`src/rtl/apuracao_votos.sv`:
```
// apuracao_votos: edge-detected vote tally, 4-cycle sequential winner search and stepped result display
module apuracao_votos #(
  parameter int CNT_WIDTH = 8
) (
  input  logic                 clock,
  input  logic                 reset,
  input  logic                 candidatoArthur,
  input  logic                 candidatoLeandro,
  input  logic                 candidatoMateus,
  input  logic                 candidatoPablo,
  input  logic                 candidatoNulo,
  input  logic                 finish,
  input  logic                 proximo,
  output logic [1:0]           estado_apuracao,
  output logic [2:0]           indice,
  output logic [CNT_WIDTH-1:0] contagem,
  output logic [CNT_WIDTH-1:0] total,
  output logic [2:0]           vencedor,
  output logic                 empate,
  output logic                 saturado
);
  typedef enum logic [1:0] {VOTACAO = 2'b00, APURANDO = 2'b01, EXIBINDO = 2'b10} estado_t;
  localparam logic [CNT_WIDTH-1:0] MAX = '1;
  estado_t estado;
  logic [CNT_WIDTH-1:0] cnt [5];
  logic [CNT_WIDTH-1:0] cnt_next [5];
  logic [4:0] flags, prev, rise;
  logic [2:0] n_rise;
  logic [CNT_WIDTH+2:0] t_sum;
  logic [CNT_WIDTH-1:0] total_next, sel, best, best_next;
  logic hit, prox_prev, gt, tie, tie_next;
  logic [1:0] step;
  logic [2:0] idx, idx_next;
  assign flags = {candidatoNulo, candidatoPablo, candidatoMateus, candidatoLeandro, candidatoArthur};
  assign rise = flags & ~prev;
  assign n_rise = 3'($countones(rise));
  // three spare bits absorb up to five simultaneous rises on top of a full total
  assign t_sum = {3'b0, total} + {{CNT_WIDTH{1'b0}}, n_rise};
  assign total_next = t_sum >= {3'b0, MAX} ? MAX : t_sum[CNT_WIDTH-1:0];
  assign estado_apuracao = estado;
  always_comb begin
    hit = total_next == MAX;
    for (int i = 0; i < 5; i++) begin
      cnt_next[i] = (rise[i] && cnt[i] != MAX) ? cnt[i] + 1'b1 : cnt[i];
      hit = hit | (cnt_next[i] == MAX);
    end
  end
  assign sel = cnt[{1'b0, step}];
  assign gt = sel > best;
  assign best_next = gt ? sel : best;
  assign idx_next = gt ? {1'b0, step} : idx;
  assign tie_next = gt ? 1'b0 : (sel == best && best != '0) ? 1'b1 : tie;
  assign contagem = indice < 3'd5 ? cnt[indice] : indice == 3'd5 ? total : '0;
  always_ff @(posedge clock or posedge reset) begin
    if (reset) begin
      estado <= VOTACAO;
      for (int i = 0; i < 5; i++) cnt[i] <= '0;
      total <= '0;
      prev <= '0;
      prox_prev <= 1'b0;
      saturado <= 1'b0;
      indice <= '0;
      vencedor <= 3'd7;
      empate <= 1'b0;
      step <= '0;
      best <= '0;
      idx <= 3'd7;
      tie <= 1'b0;
    end else begin
      prev <= flags;
      prox_prev <= proximo;
      case (estado)
        VOTACAO: begin
          cnt <= cnt_next;
          total <= total_next;
          saturado <= saturado | hit;
          if (finish) begin
            estado <= APURANDO;
            step <= '0;
            best <= '0;
            idx <= 3'd7;
            tie <= 1'b0;
          end
        end
        APURANDO: begin
          step <= step + 2'd1;
          best <= best_next;
          idx <= idx_next;
          tie <= tie_next;
          if (step == 2'd3) begin
            vencedor <= tie_next ? 3'd7 : idx_next;
            empate <= tie_next;
            indice <= '0;
            estado <= EXIBINDO;
          end
        end
        EXIBINDO: if (proximo && !prox_prev) indice <= indice == 3'd5 ? 3'd0 : indice + 3'd1;
        default: estado <= VOTACAO;
      endcase
    end
  end
endmodule

```
`config.mk`:
```
export PLATFORM = sky130hd
export DESIGN_NAME = apuracao_votos
export DESIGN_NICKNAME = d
export VERILOG_FILES = /design/src/rtl/apuracao_votos.sv
export SDC_FILE = /design/constraint.sdc
export NUM_CORES = 1
export LEC_CHECK = 0
export ABC_AREA = 1
export BUFFER_PORTS_ARGS = -buffer_cell sky130_fd_sc_hd__buf_2
export CORE_MARGIN = 1.5
export CORE_UTILIZATION = 40
export CTS_BUF_LIST = sky130_fd_sc_hd__clkbuf_8
export CTS_CLUSTER_SIZE = 20
export DETAILED_ROUTE_END_ITERATION = 7
export PLACE_DENSITY = 0.58
export SLEW_MARGIN = 0
export SYNTH_ARGS = -nofsm -noshare
export SYNTH_HDL_FRONTEND = slang
export SYNTH_SLANG_ARGS = --single-unit
```
`constraint.sdc`:
```
create_clock -name clock -period 4.36 [get_ports clock]
set_input_delay 0.436 -clock clock [delete_from_list [all_inputs] [get_ports clock]]
set_output_delay 0.436 -clock clock [all_outputs]
set_load 0.01 [all_outputs]
```
==> flow_metrics.env, run 1 <==
export IMPL_status="complete, no violations"
export IMPL_synth_cell_area_um2=5612
export IMPL_skew_ps=6.756
export IMPL_postCtsSetupRepairBufs=0
export IMPL_finalMaxSlewViolations=0
export IMPL_cts_resized=0
export IMPL_worst_setup_path_start_kind="flop"
export IMPL_syn2layout_area_growth_pct=8.963
export IMPL_clk_latency_ps=370
export IMPL_switching_share=0.3405
export IMPL_stdcell_count=1043
export IMPL_reg2reg_from="prev[2]"
export IMPL_max_stage_delay_ps=500
export IMPL_cp_end_kind="flop"
export IMPL_ys_seq_area_frac=0.3492
export IMPL_grt_pass1_vias=4797
export IMPL_vdd_drop_max_uv=199.7
export IMPL_coreArea_um2=13770
export IMPL_initial_core_util=0.4074
export IMPL_pwr_share_comb=0.249
export IMPL_antenna_left=0
export IMPL_portBuffers=34
export IMPL_cts_buffers=9
export IMPL_crit_cells=19
export IMPL_power_total_uw=1790
export IMPL_dp_hpwl_mm=10.98
export IMPL_power_internal_uw=1181
export IMPL_drt_initial_drc_count=393
export IMPL_layout_nets=888
export IMPL_antenna_found_initial=0
export IMPL_cp_max_fo=11
export IMPL_min_period_ps=3516
export IMPL_reg2reg_slack_ps=840
export IMPL_path_delay_family="adder cells"
export IMPL_crit_chain="nor2_1 > buf_4 > inv_1 > fa_1 > inv_1 > fa_1 > ha_1 > fa_1 > a21oi_1 > inv_1 > nand4_1 > nand3_1 > nor2_1 > nand3_1 > nand2_2 > inv_1 > nand3_1 > nand2_1 > nand2_1"
export IMPL_cts_tree="done"
export IMPL_cpMostUsedCell="inv_1"
export IMPL_syn_num_nets=868
export IMPL_dr_pass1_iters=4
export IMPL_hold_buffers=0
export IMPL_via_count=5204
export IMPL_overflow=0
export IMPL_maxCapViolCount=0
export IMPL_drive_gt1_frac=0.1136
export IMPL_setup_viol=0
export IMPL_avgSynthCellArea_um2=6.696
export IMPL_switchingPower_uw=609.7
export IMPL_synthCells=838
export IMPL_place_inst=1027
export IMPL_fp_dieArea_um2=14750
export IMPL_cts_sinks=78
export IMPL_crit_arrival_ps=3830
export IMPL_finalWirelength_mm=14.61
export IMPL_antennaDiodeCount=0
export IMPL_p_per_area_nw_per_um2=292.8
export IMPL_io_pin_count=35
export IMPL_cts_root_buf="clkbuf_8"
export IMPL_period_share=0.8064
export IMPL_gp_congestion=0.8690
export IMPL_synth_seq_cells=78
export IMPL_timing_fmax_ghz=0.2844
export IMPL_worst_pin_slew_ps=994.6
export IMPL_grt_usage=0.2125
export IMPL_viasPerCell=4.989
export IMPL_clk_pin_slew_worst_paths_ps=80
export IMPL_grt_pass1_wl_mm=24.36
export IMPL_reg2reg_to="saturado"
export IMPL_cts_buffer_depth=2
export IMPL_leakagePower_uw=0.003511
export IMPL_final_common_cell="nand2_1"
export IMPL_startpoint="prev[2]"
export IMPL_timing_slew_headroom=0.3370
export IMPL_grt_max_degree=52
export IMPL_rows=43
export IMPL_layout_common_cells="nand2_1, inv_1, o21ai_0, nand3_1, dfrtp_1"
export IMPL_criticalPathCategory="reg2reg"
export IMPL_critPathSlowestCell="fa_1"
export IMPL_ys_types=39
export IMPL_fin_setup_tns_ps=0
export IMPL_ys_warn_count=0
export IMPL_hold_path_class="in2reg"
export IMPL_crit_end="saturado"
export IMPL_routedWlPerCell_um=14.00
export IMPL_drc_errors=0
export IMPL_clkPwrFrac=0.312
export IMPL_path_buf_inv=5
export IMPL_r2r_cells=19
export IMPL_hold_viol=0
export IMPL_pwr_share_seq=0.439
export IMPL_ctsHtreeMaxLevel=3
export IMPL_rsz0062_at_grt="false"
export IMPL_die_w_um=121.4
export IMPL_die_y_um=121.4
export IMPL_required_ps=4670
-- per-layer routing --
layer  GRT usage  wire length, µm  vias up
met2      0.3386             6452       90
met1      0.2957             7286     2349
met3     0.03008              609       15
met4     0.07059              257        0
li1            -                -     2750
met5           0                0        -
-- power by group through the flow --
stage | Combinational [µW] | Sequential (µW) | Clock [µW]
6_report | 446 | 786 | 558
5_1_grt | 499 | 792 | 617
3_5_place_dp | 444 | 802 | 0
4_1_cts | 446 | 788 | 586
2_1_floorplan | 306 | 766 | 0
3_3_place_gp | 447 | 801 | 0
-- metrics by stage --
step	worst slack (ps)	area, µm²	hold WS, ps	utilization
global placement	704.8	5914	447.7	0.4294
detailed placement	659.0	5914	446.6	0.4294
finish	844.1	6115	183.6	0.4440
CTS	845.5	6115	165.6	0.4440
global route	410.5	6115	166.7	0.4440
floorplan	949.6	5612	453.3	-
-- registers in the layout, summed over array words and instances (netlist names), 3 cells and up --
register  count
idx           3
best          8
cnt          40
prev          5
total         8
indice        3
vencedor      3
-- final cells by class --
type	instances	area, µm²
Clock inverter	5	48.80
Inverter	105	397.9
Tap cell	180	225.2
Sequential cell	78	1959
Timing Repair Buffer	39	207.7
Multi-Input combinational cell	625	3124
Clock buffer	11	151.4
Fill cell	1513	7659
-- logic make-up (layout without fill, tap and decap cells) --
family | count (synthesis) | after routing | synth area share
compound gates | 153 | 153 | 0.1431
fa+ha+maj | 21 | 21 | 0.05084
simple gates | 439 | 439 | 0.3436
flops | 78 | 78 | 0.3492
buf+inv | 135 | 160 | 0.09454
xor+xnor | 12 | 12 | 0.01873
-- worst min path at each step --
stage                         startpoint  endpoint  slack, ps  cells past startpoint
after detailed placement        saturado  saturado        450                      2
after global routing      candidatoPablo   prev[3]        170                      1
final                     candidatoPablo   prev[3]        180                      1
after floorplan                      tie       tie        450                      2
after CTS                 candidatoPablo   prev[3]        170                      1
after global placement          saturado  saturado        450                      2
-- Yosys cell counts (all sizes together) --
master,n,area share
a21oi,40,0.036
a2bb2oi,1,0.0016
a31oi,2,0.0022
buf,11,0.010
clkbuf,19,0.013
clkinv,1,0.00067
dfrtp,72,0.32
dfstp,6,0.028
fa,3,0.011
ha,18,0.040
inv,104,0.070
nand2,269,0.19
nand3,75,0.068
nand3b,1,0.0013
nand4,19,0.021
nor2,68,0.054
nor3,2,0.0018
nor3b,1,0.0013
nor4,2,0.0022
o211ai,7,0.0094
o21a,1,0.0013
o21ai,99,0.089
o21bai,3,0.0040
or2,1,0.0011
or4,1,0.0013
xnor2,4,0.0062
xor2,8,0.012
Note: power is estimated with default switching activity, not from simulation.
==> run 2, diff against run 1 <==
Clock period 4.36 ns to 3.45 ns, I/O delays scaled along.
==> run 2 against run 1 <==
  * Hold slack lost 110 ps
  * Final cell count rose by 1.1%
  * Global-route usage up 0.49 points
  * Register-to-register slack worse by 750 ps
  * Clock skew grew 12 ps
  * First-iteration DRC count grew 14%
  * Fmax up 4.7%
  * Sequential share of layout area shrank 0.83 points
  * Combinational power up 33%
  * Count of clock-buffer cells in the layout is 2 lower
  * Utilization increased by 1.2 points
  * Largest cell class unchanged
  * Largest power group unchanged
==> flow_metrics.env, run 2 (synthesis gave the netlist of run 1 again) <==
export IMPL_cts_buffer_depth=2
export IMPL_portBuffers=34
export IMPL_antennaDiodeCount=0
export IMPL_overflow=0
export IMPL_grt_max_degree=47
export IMPL_clk_latency_ps=390
export IMPL_finalWirelength_mm=14.88
export IMPL_p_per_area_nw_per_um2=375.5
export IMPL_multi_input_area_um2=3172
export IMPL_max_stage_delay_ps=490
export IMPL_timing_slew_headroom=0.4472
export IMPL_largest_reg_flops=40
export IMPL_final_common_cell="nand2_1"
export IMPL_cts_sinks=78
export IMPL_worst_pin_slew_ps=829.2
export IMPL_status="complete, no violations"
export IMPL_gp_congestion=0.8416
export IMPL_finalMaxSlewViolations=0
export IMPL_drc_errors=0
export IMPL_initial_core_util=0.4074
export IMPL_viasPerCell=5.041
export IMPL_regArea_um2=1959
export IMPL_whs_endpoint="prev[2]"
export IMPL_period_share=0.9736
export IMPL_hold_path_class="in2reg"
export IMPL_hold_depth=1
export IMPL_layout_nets=899
export IMPL_cts_buffers=9
export IMPL_path_buf_inv=4
export IMPL_worst_setup_path_start_kind="flop"
export IMPL_skew_ps=18.65
export IMPL_maxCapViolCount=0
export IMPL_syn2layout_area_growth_pct=11.86
export IMPL_fp_dieArea_um2=14750
export IMPL_dp_hpwl_mm=11.09
export IMPL_criticalPathCategory="reg2reg"
export IMPL_switchingPower_uw=810.2
export IMPL_io_pin_count=35
export IMPL_switching_share=0.3438
export IMPL_fillers=1485
export IMPL_path_delay_family="adder cells"
export IMPL_die_w_um=121.4
export IMPL_reg2reg_from="prev[2]"
export IMPL_clkPwrFrac=0.326
export IMPL_place_inst=1037
export IMPL_critPathSlowestCell="fa_1"
export IMPL_cts_tree="done"
export IMPL_clk_pin_slew_worst_paths_ps=100
export IMPL_ctsHtreeMaxLevel=3
export IMPL_hold_path_startpoint="candidatoMateus"
export IMPL_vdd_drop_max_uv=251.7
export IMPL_pwr_share_seq=0.422
export IMPL_rsz0062_at_grt="true"
export IMPL_hold_viol=0
export IMPL_rows=43
export IMPL_power_internal_uw=1547
export IMPL_min_period_ps=3359
export IMPL_via_count=5313
export IMPL_reg2reg_slack_ps=90
export IMPL_antenna_found_initial=0
export IMPL_timing_fmax_ghz=0.2977
export IMPL_crit_cells=18
export IMPL_reg_top3="cnt: 40 flops, best: 8 flops, total: 8 flops"
export IMPL_grt_pass1_vias=4938
export IMPL_coreArea_um2=13770
export IMPL_required_ps=3770
export IMPL_r2r_cells=18
export IMPL_cp_end_kind="flop"
export IMPL_drt_initial_drc_count=447
export IMPL_startpoint="prev[2]"
export IMPL_whs_ps=75.78
export IMPL_dr_pass1_iters=4
export IMPL_cts_root_buf="clkbuf_8"
export IMPL_die_y_um=121.4
export IMPL_max_flop_register="cnt"
export IMPL_grt_pass1_wl_mm=24.96
export IMPL_pwr_share_comb=0.252
export IMPL_grt_usage=0.2174
export IMPL_crit_chain="nor2_2 > inv_2 > fa_1 > inv_2 > fa_1 > ha_2 > fa_2 > buf_6 > xnor2_4 > nor2_1 > nand3_1 > nor2_1 > nand3_1 > nand2_4 > inv_4 > nand3_2 > nand2_1 > nand2_1"
export IMPL_hold_buffers=0
export IMPL_drive_gt1_frac=0.1350
export IMPL_reg2reg_to="saturado"
export IMPL_antenna_left=0
export IMPL_stdcell_count=1054
export IMPL_setup_viol=0
export IMPL_leakagePower_uw=0.003574
export IMPL_routedWlPerCell_um=14.11
export IMPL_cp_max_fo=8
export IMPL_crit_arrival_ps=3670
export IMPL_layout_common_cells="nand2_1, inv_1, o21ai_0, nand3_1, dfrtp_1"
==> run 2: cell types whose count changed in the layout (fill, tap and decap cells not counted), sizes merged <==
cell / before / now
buf: 39 / 50
clkbuf: 11 / 9
bufinv: 1 / 2
clkinvlp: 0 / 1
==> run 2: worst register-to-register path, delay by kind of cell, from the launching register on <==
family	cells	cell delay (ps)
buffers and inverters	4	290
AND/OR/NAND/NOR	9	900
XOR/XNOR	1	120
flip-flops	1	390
adder cells (fa/ha/maj)	4	1600
==> run 2: worst max path at each step <==
stage / slack (ps) / end
after floorplan: 120 / saturado
after global placement: 40 / saturado
after detailed placement: -30 / saturado
after CTS: 30 / saturado
after global routing: -100 / saturado
final: 90 / saturado
==> run 2: timing repair <==
action | CTS | global route
setup endpoints to repair | 0 | 9
gates resized for setup | 0 | 14
setup buffers | 0 | 1
==> run 2: area by class of cell <==
class,count,share of cell area
Inverter,105,0.06378
Tap cell,180,0.03588
Clock inverter,7,0.01435
Timing Repair Buffer,50,0.04883
Sequential cell,78,0.3121
Clock buffer,9,0.01973
Multi-Input combinational cell,625,0.5053
==> run 2: metrics by stage <==
stage / util / instance area, µm² / TNS [ps] / setup slack [ps] / total power, µW
2_1_floorplan: - / 5612 / 0 / 124.1 / 1355
6_report: 0.4558 / 6277 / 0 / 90.97 / 2357
5_1_grt: 0.4558 / 6277 / -577.7 / -104.3 / 2492
3_3_place_gp: 0.4358 / 6002 / 0 / 36.12 / 1585
3_5_place_dp: 0.4358 / 6002 / -33.53 / -33.53 / 1586
4_1_cts: 0.4513 / 6216 / 0 / 29.80 / 2367
==> run 2: power by group through the flow <==
stage,Clock (µW),Sequential (µW),Combinational (µW)
floorplan,0,968,386
global placement,0,1010,571
detailed placement,0,1010,572
CTS,797,996,575
global route,824,1010,661
finish,767,995,595
==> run 2: layer usage <==
layer,vias to the layer above,track usage,wire length (µm)
met5,-,0,0
li1,2771,-,-
met4,0,0.06029,276
met3,18,0.03853,604
met2,103,0.3439,6664
met1,2421,0.3046,7332
